[src/rtl/keypad_scan.sv]
// rtl/keypad_scan.sv - 4x4 matrix keypad scanner with frame-based debounce
module keypad_scan #(
    parameter int SCAN_DIV = 50000,
    parameter int DEBOUNCE = 4
) (
    input  logic       clk,
    input  logic       clr,
    input  logic [3:0] col,
    output logic [3:0] row,
    output logic [3:0] key,
    output logic       key_valid,
    output logic       key_down
);

    localparam int PW = (SCAN_DIV > 1) ? $clog2(SCAN_DIV) : 1;
    localparam int CW = (DEBOUNCE > 0) ? $clog2(DEBOUNCE + 1) : 1;
    localparam logic [PW-1:0] PRESC_LAST = PW'(SCAN_DIV - 1);
    localparam logic [CW-1:0] DB_LAST    = CW'(DEBOUNCE - 1);
    localparam logic [CW-1:0] DB_MAX     = CW'(DEBOUNCE);

    typedef enum logic [1:0] {
        S_IDLE,
        S_PRESS_DB,
        S_HELD,
        S_REL_DB
    } state_t;

    logic [PW-1:0] presc_q;
    logic [1:0]    idx_q;
    logic [3:0]    row_q;
    logic [3:0]    sync1_q;
    logic [3:0]    sync2_q;
    logic [11:0]   frame_q;
    state_t        state_q;
    logic [CW-1:0] cnt_q;
    logic [3:0]    cand_q;
    logic [3:0]    key_q;
    logic          valid_q;
    logic          down_q;

    logic          tick;
    logic          frame_end;
    logic [15:0]   frame_d;
    logic [4:0]    nzero;
    logic [3:0]    zidx;
    logic          f_empty;
    logic          f_single;

    // Slot tick, frame assembly (row 3 taken live) and zero-bit classification
    always_comb begin
        tick      = (presc_q == PRESC_LAST);
        frame_end = tick && (idx_q == 2'd3);
        frame_d   = {sync2_q, frame_q};
        nzero     = '0;
        zidx      = '0;
        for (int i = 0; i < 16; i++) begin
            if (!frame_d[i]) begin
                nzero = nzero + 5'd1;
                zidx  = 4'(i);
            end
        end
        f_empty  = (nzero == 5'd0);
        f_single = (nzero == 5'd1);
    end

    // Column synchronizer, prescaler, row drive and per-row sample capture
    always_ff @(posedge clk) begin
        if (clr) begin
            presc_q <= '0;
            idx_q   <= 2'd0;
            row_q   <= 4'b1110;
            sync1_q <= 4'hF;
            sync2_q <= 4'hF;
            frame_q <= '1;
        end else begin
            sync1_q <= col;
            sync2_q <= sync1_q;
            if (tick) begin
                presc_q <= '0;
                idx_q   <= idx_q + 2'd1;
                row_q   <= ~(4'b0001 << (idx_q + 2'd1));
                case (idx_q)
                    2'd0:    frame_q[3:0]  <= sync2_q;
                    2'd1:    frame_q[7:4]  <= sync2_q;
                    2'd2:    frame_q[11:8] <= sync2_q;
                    default: ;
                endcase
            end else begin
                presc_q <= presc_q + PW'(1);
            end
        end
    end

    // Press/release debounce FSM, stepped once per full-scan frame
    always_ff @(posedge clk) begin
        if (clr) begin
            state_q <= S_IDLE;
            cnt_q   <= '0;
            cand_q  <= '0;
            key_q   <= '0;
            valid_q <= 1'b0;
            down_q  <= 1'b0;
        end else begin
            valid_q <= 1'b0;
            if (frame_end) begin
                case (state_q)
                    S_IDLE: begin
                        if (f_single) begin
                            cand_q <= zidx;
                            if (DEBOUNCE == 1) begin
                                cnt_q   <= DB_MAX;
                                key_q   <= zidx;
                                down_q  <= 1'b1;
                                valid_q <= 1'b1;
                                state_q <= S_HELD;
                            end else begin
                                cnt_q   <= CW'(1);
                                state_q <= S_PRESS_DB;
                            end
                        end
                    end
                    S_PRESS_DB: begin
                        if (f_single && (zidx == cand_q)) begin
                            if (cnt_q == DB_LAST) begin
                                cnt_q   <= DB_MAX;
                                key_q   <= cand_q;
                                down_q  <= 1'b1;
                                valid_q <= 1'b1;
                                state_q <= S_HELD;
                            end else begin
                                cnt_q <= cnt_q + CW'(1);
                            end
                        end else if (f_single) begin
                            cand_q <= zidx;
                            cnt_q  <= CW'(1);
                        end else begin
                            cnt_q   <= '0;
                            state_q <= S_IDLE;
                        end
                    end
                    S_HELD: begin
                        // Any non-empty frame, including rollover, keeps the held key
                        if (f_empty) begin
                            if (DEBOUNCE == 1) begin
                                cnt_q   <= '0;
                                down_q  <= 1'b0;
                                state_q <= S_IDLE;
                            end else begin
                                cnt_q   <= CW'(1);
                                state_q <= S_REL_DB;
                            end
                        end
                    end
                    S_REL_DB: begin
                        if (f_empty) begin
                            if (cnt_q == DB_LAST) begin
                                cnt_q   <= '0;
                                down_q  <= 1'b0;
                                state_q <= S_IDLE;
                            end else begin
                                cnt_q <= cnt_q + CW'(1);
                            end
                        end else begin
                            state_q <= S_HELD;
                        end
                    end
                    default: state_q <= S_IDLE;
                endcase
            end
        end
    end

    assign row       = row_q;
    assign key       = key_q;
    assign key_valid = valid_q;
    assign key_down  = down_q;

endmodule

[config.mk]
export PLATFORM = sky130hd
export DESIGN_NAME = keypad_scan
export DESIGN_NICKNAME = d
export VERILOG_FILES = /design/src/rtl/keypad_scan.sv
export SDC_FILE = /design/constraint.sdc
export NUM_CORES = 1
export LEC_CHECK = 0
export CAP_MARGIN = 20
export CORE_MARGIN = 2
export CORE_UTILIZATION = 60
export DETAILED_ROUTE_END_ITERATION = 7
export PLACE_DENSITY_LB_ADDON = 0.2
export SETUP_SLACK_MARGIN = 0.02
export SYNTH_ARGS = -nofsm -noshare
export SYNTH_HDL_FRONTEND = slang
export SYNTH_SLANG_ARGS = --single-unit
[constraint.sdc]
create_clock -name clk -period 11.6 [get_ports clk]
set_input_delay 3.48 -clock clk [delete_from_list [all_inputs] [get_ports clk]]
set_output_delay 3.48 -clock clk [all_outputs]
set_load 0.03 [all_outputs]
==> flow_metrics.py, run 1 <==
metrics = {
    "sta": {
        "fin_crit_ns": 10.61,
        "finalSetupViolations": 0,
        "post-route-period-util": 0.915,
        "fin_skew_ns": 0.0141,
        "slew-limit-headroom": 0.583,
        "worst_slew_pin_slew_ns": 0.624,
        "fin_setup_tns_ns": 0,
        "rsz0062_at_grt": "false",
        "hold_viol": 0,
        "slew_viol_final": 0,
        "fmax_mhz": 94.2,
    },
    "clocking": {
        "clock_latency_ns": 0.35,
        "clk_pin_slew_ns": 0.07,
        "cts_tree": "built",
        "numCtsBuffers": 9,
        "hold_buffers": 0,
        "cts_num_sinks": 57,
        "clock_path_buffers": 2,
        "htreeDepth": 3,
        "cts-root-buf": "clkbuf_8",
    },
    "floorplan": {
        "core_um2": 6790,
        "dieArea_um2": 7730,
        "rows": 30,
        "die_w_um": 87.9,
        "initial_core_util": 0.622,
        "dieHeight_um": 87.9,
        "io_pins": 16,
    },
    "layout": {
        "fillers": 547,
        "antenna_cells": 0,
        "final_area_um2": 4670,
        "nets": 535,
        "area_growth_pct": 10.6,
        "drive_gt1_frac": 0.130,
    },
    "grt": {
        "grt_pass1_vias": 3207,
        "antenna_found_initial": 0,
        "grt_use_met2": 0.392,
        "grt_use_met1": 0.286,
        "grt_max_degree": 28,
        "grt.total_usage": 0.232,
        "grt-ovfl-total": 0,
        "grt_pass1_wl_um": 14100,
        "met3_usage": 0.0547,
        "grt-busiest-layer": "met2",
    },
    "job": {
        "drv_cap": 0,
    },
    "run_status": {
        "status": "finished, final reports clean",
    },
    "power_and_ir_drop": {
        "irDropWorstVdd_uv": 115,
        "power-per-cell-area_nw_per_um2": 89.0,
        "power.leakage_nw": 2.04,
    },
    "worst_setup_path": {
        "cp_data_required_time_ns": 11.83,
        "crit_buf_inv": 2,
        "regToRegStartpoint": "frame_q[1]$_SDFFE_PP1P_",
        "criticalPathCategory": "flop to flop",
        "slowest_delay_ns": 0.40,
        "endpoint_kind": "flop",
        "slowest_stage": "ha_2",
        "start_kind": "flop",
        "critPathLaunch": "frame_q[1]$_SDFFE_PP1P_",
        "cp_max_fo": 6,
        "cp_common_cell": "ha_1",
        "path_delay_family": "adder cells",
        "arrival_ns": 10.84,
    },
    "logic_synthesis": {
        "synth_top_cell_area_share": 0.270,
        "avgSynthCellArea_um2": 8.53,
        "synth.area.top_cells": "dfxtp_1 27%, ha_1 7.4%, mux2i_1 6.2%, xnor2_1 5.6%, nor2_1 5.4%",
        "ys_seq_elements": 57,
        "synthFlopType": "dfxtp_1",
        "yosys_warnings": 0,
        "synthArstFlopShare": 0,
        "netlist_area_um2": 4220,
        "synth_cell_type_count": 69,
        "yosysSeqAreaShare": 0.270,
        "synthCells": 495,
        "synth_edf_count": 0,
        "syn_nets": 526,
        "synth_largest_area_cell": "dfxtp_1",
    },
    "hold_path": {
        "hold_start": "sync1_q[2]$_SDFF_PP1_",
        "hold_class": "flop to flop",
    },
    "route": {
        "wl_per_cell_um": 13.6,
        "routed_wl_um": 8230,
        "ant_nets": 0,
        "firstDrtPassIters": 4,
        "vias_per_cell": 5.54,
        "route.detailed.drc": 0,
        "num_vias": 3349,
        "drt_iter0_drc": 122,
    },
    "placement": {
        "dpl_cell_area_um2": 4420,
        "hpwl_um": 6090,
        "portBuffers": 15,
        "place_congestion": 0.856,
    },
}
==> cell usage after synthesis (3+ instances only) <==
| master | count |
|---|---|
| xnor3_2 | 3 |
| nor4_1 | 3 |
| o211ai_1 | 4 |
| a31oi_1 | 3 |
| or2_2 | 12 |
| nand2_1 | 51 |
| and2_1 | 3 |
| clkbuf_1 | 15 |
| o21ai_0 | 12 |
| buf_1 | 4 |
| a211oi_1 | 5 |
| xor2_1 | 23 |
| a21boi_0 | 3 |
| ha_1 | 25 |
| and3_1 | 5 |
| nor3_1 | 7 |
| nand4_1 | 4 |
| xnor2_2 | 6 |
| a21oi_1 | 18 |
| mux2i_1 | 26 |
| inv_1 | 20 |
| xnor3_1 | 3 |
| nor2b_1 | 10 |
| nand2b_1 | 16 |
| dfxtp_1 | 57 |
| xnor2_1 | 27 |
| nor2_1 | 61 |
| nand3_1 | 13 |
| nor4b_1 | 4 |
==> placed cells by master (no fill, tap or decap), types with 6 or more instances in the layout <==
master,n
a21oi_1,17
clkbuf_8,9
clkdlybuf4s50_1,15
dfxtp_1,57
ha_1,24
inv_1,20
mux2i_1,26
nand2_1,51
nand2b_1,16
nand3_1,13
nor2_1,60
nor2b_1,9
nor3_1,7
o21ai_0,12
or2_2,12
xnor2_1,27
xnor2_2,6
xor2_1,23
==> path summary, 6_finish.rpt <==
kind                                 end  cells past startpoint  slack, ns
setup / recovery  cand_q[3]$_SDFFE_PP0P_                     56       0.99
hold / removal     sync2_q[2]$_SDFF_PP1_                      1       0.41
setup reg to reg  cand_q[3]$_SDFFE_PP0P_                     56       0.99
hold reg to reg    sync2_q[2]$_SDFF_PP1_                      1       0.41
==> worst reg2reg max path: cells and delay by family (launching register included) <==
family,cells,cell delay [ns]
multiplexers,1,0.23
AO/OA/AOI/OAI,14,2.24
AND/OR/NAND/NOR,25,3.48
flip-flops,1,0.37
buffers and inverters,2,0.12
adder cells (fa/ha/maj),14,4.04
==> power by group <==
| part | internal [W] | switching, W | leakage [nW] |
|---|---|---|---|
| Clock | 0.000101 | 0.0000890 | 0.100 |
| Combinational | 0.0000102 | 0.0000150 | 1.48 |
| Sequential | 0.000198 | 0.00000297 | 0.462 |
| Total | 0.000309 | 0.000107 | 2.04 |
==> final cells by class <==
cell class,count,area [um2],share of cell area
Inverter,21,78.8,0.0169
Multi-Input combinational cell,395,2940,0.630
Sequential cell,57,1140,0.244
Clock buffer,9,124,0.0265
Timing Repair Buffer,20,188,0.0402
Tap cell,96,120,0.0257
Clock inverter,7,77.6,0.0166
==> timing repair <==
item | in CTS | in global routing
endpoints found under the setup margin | 0 | 14
endpoints found under the hold margin | 0 | 0
gates resized for setup | 0 | 6
buffers inserted | 0 | 3
==> kinds of logic (layout without fill, tap and decap cells) <==
family,Yosys count,in the layout,share of synthesized area
AOI/OAI and AO/OA,74,74,0.122
xor gates and xnor gates,65,65,0.177
adders and majority gates,25,25,0.0741
buffers and inverters,43,57,0.0403
DFF,57,57,0.270
muxes,26,26,0.0616
and+or+nand+nor,205,205,0.256
==> through the flow <==
stage,setup slack (ns),util,std cells,hold slack (ns),power [W]
floorplan,1.71,-,495,0.389,0.000224
global placement,1.09,0.651,586,0.392,0.000229
detailed placement,0.666,0.651,586,0.397,0.000230
CTS,0.561,0.681,602,0.416,0.000421
global route,0.0571,0.687,605,0.417,0.000432
finish,0.987,0.687,605,0.411,0.000416
==> metal layers <==
metal,vias to the layer above,part of all wire
met3,14,0.032
met4,0,0.017
met5,-,0
li1,1720,-
met1,1564,0.46
met2,51,0.49
==> registers in the layout, indices dropped and copies added (netlist names) <==
register,flops
cnt_q,3
cand_q,4
frame_q,12
key_down,1
key_valid,1
state_q,2
sync2_q,4
sync1_q,4
key,4
presc_q,16
row,4
idx_q,2
Note: power is estimated with default switching activity, not from simulation.
==> run 2, diff against run 1 <==
- GPL_ROUTABILITY_DRIVEN: unset -> 0
==> results of run 2 <==
The final DEF is identical to that of run 1; final timing and power are the same.
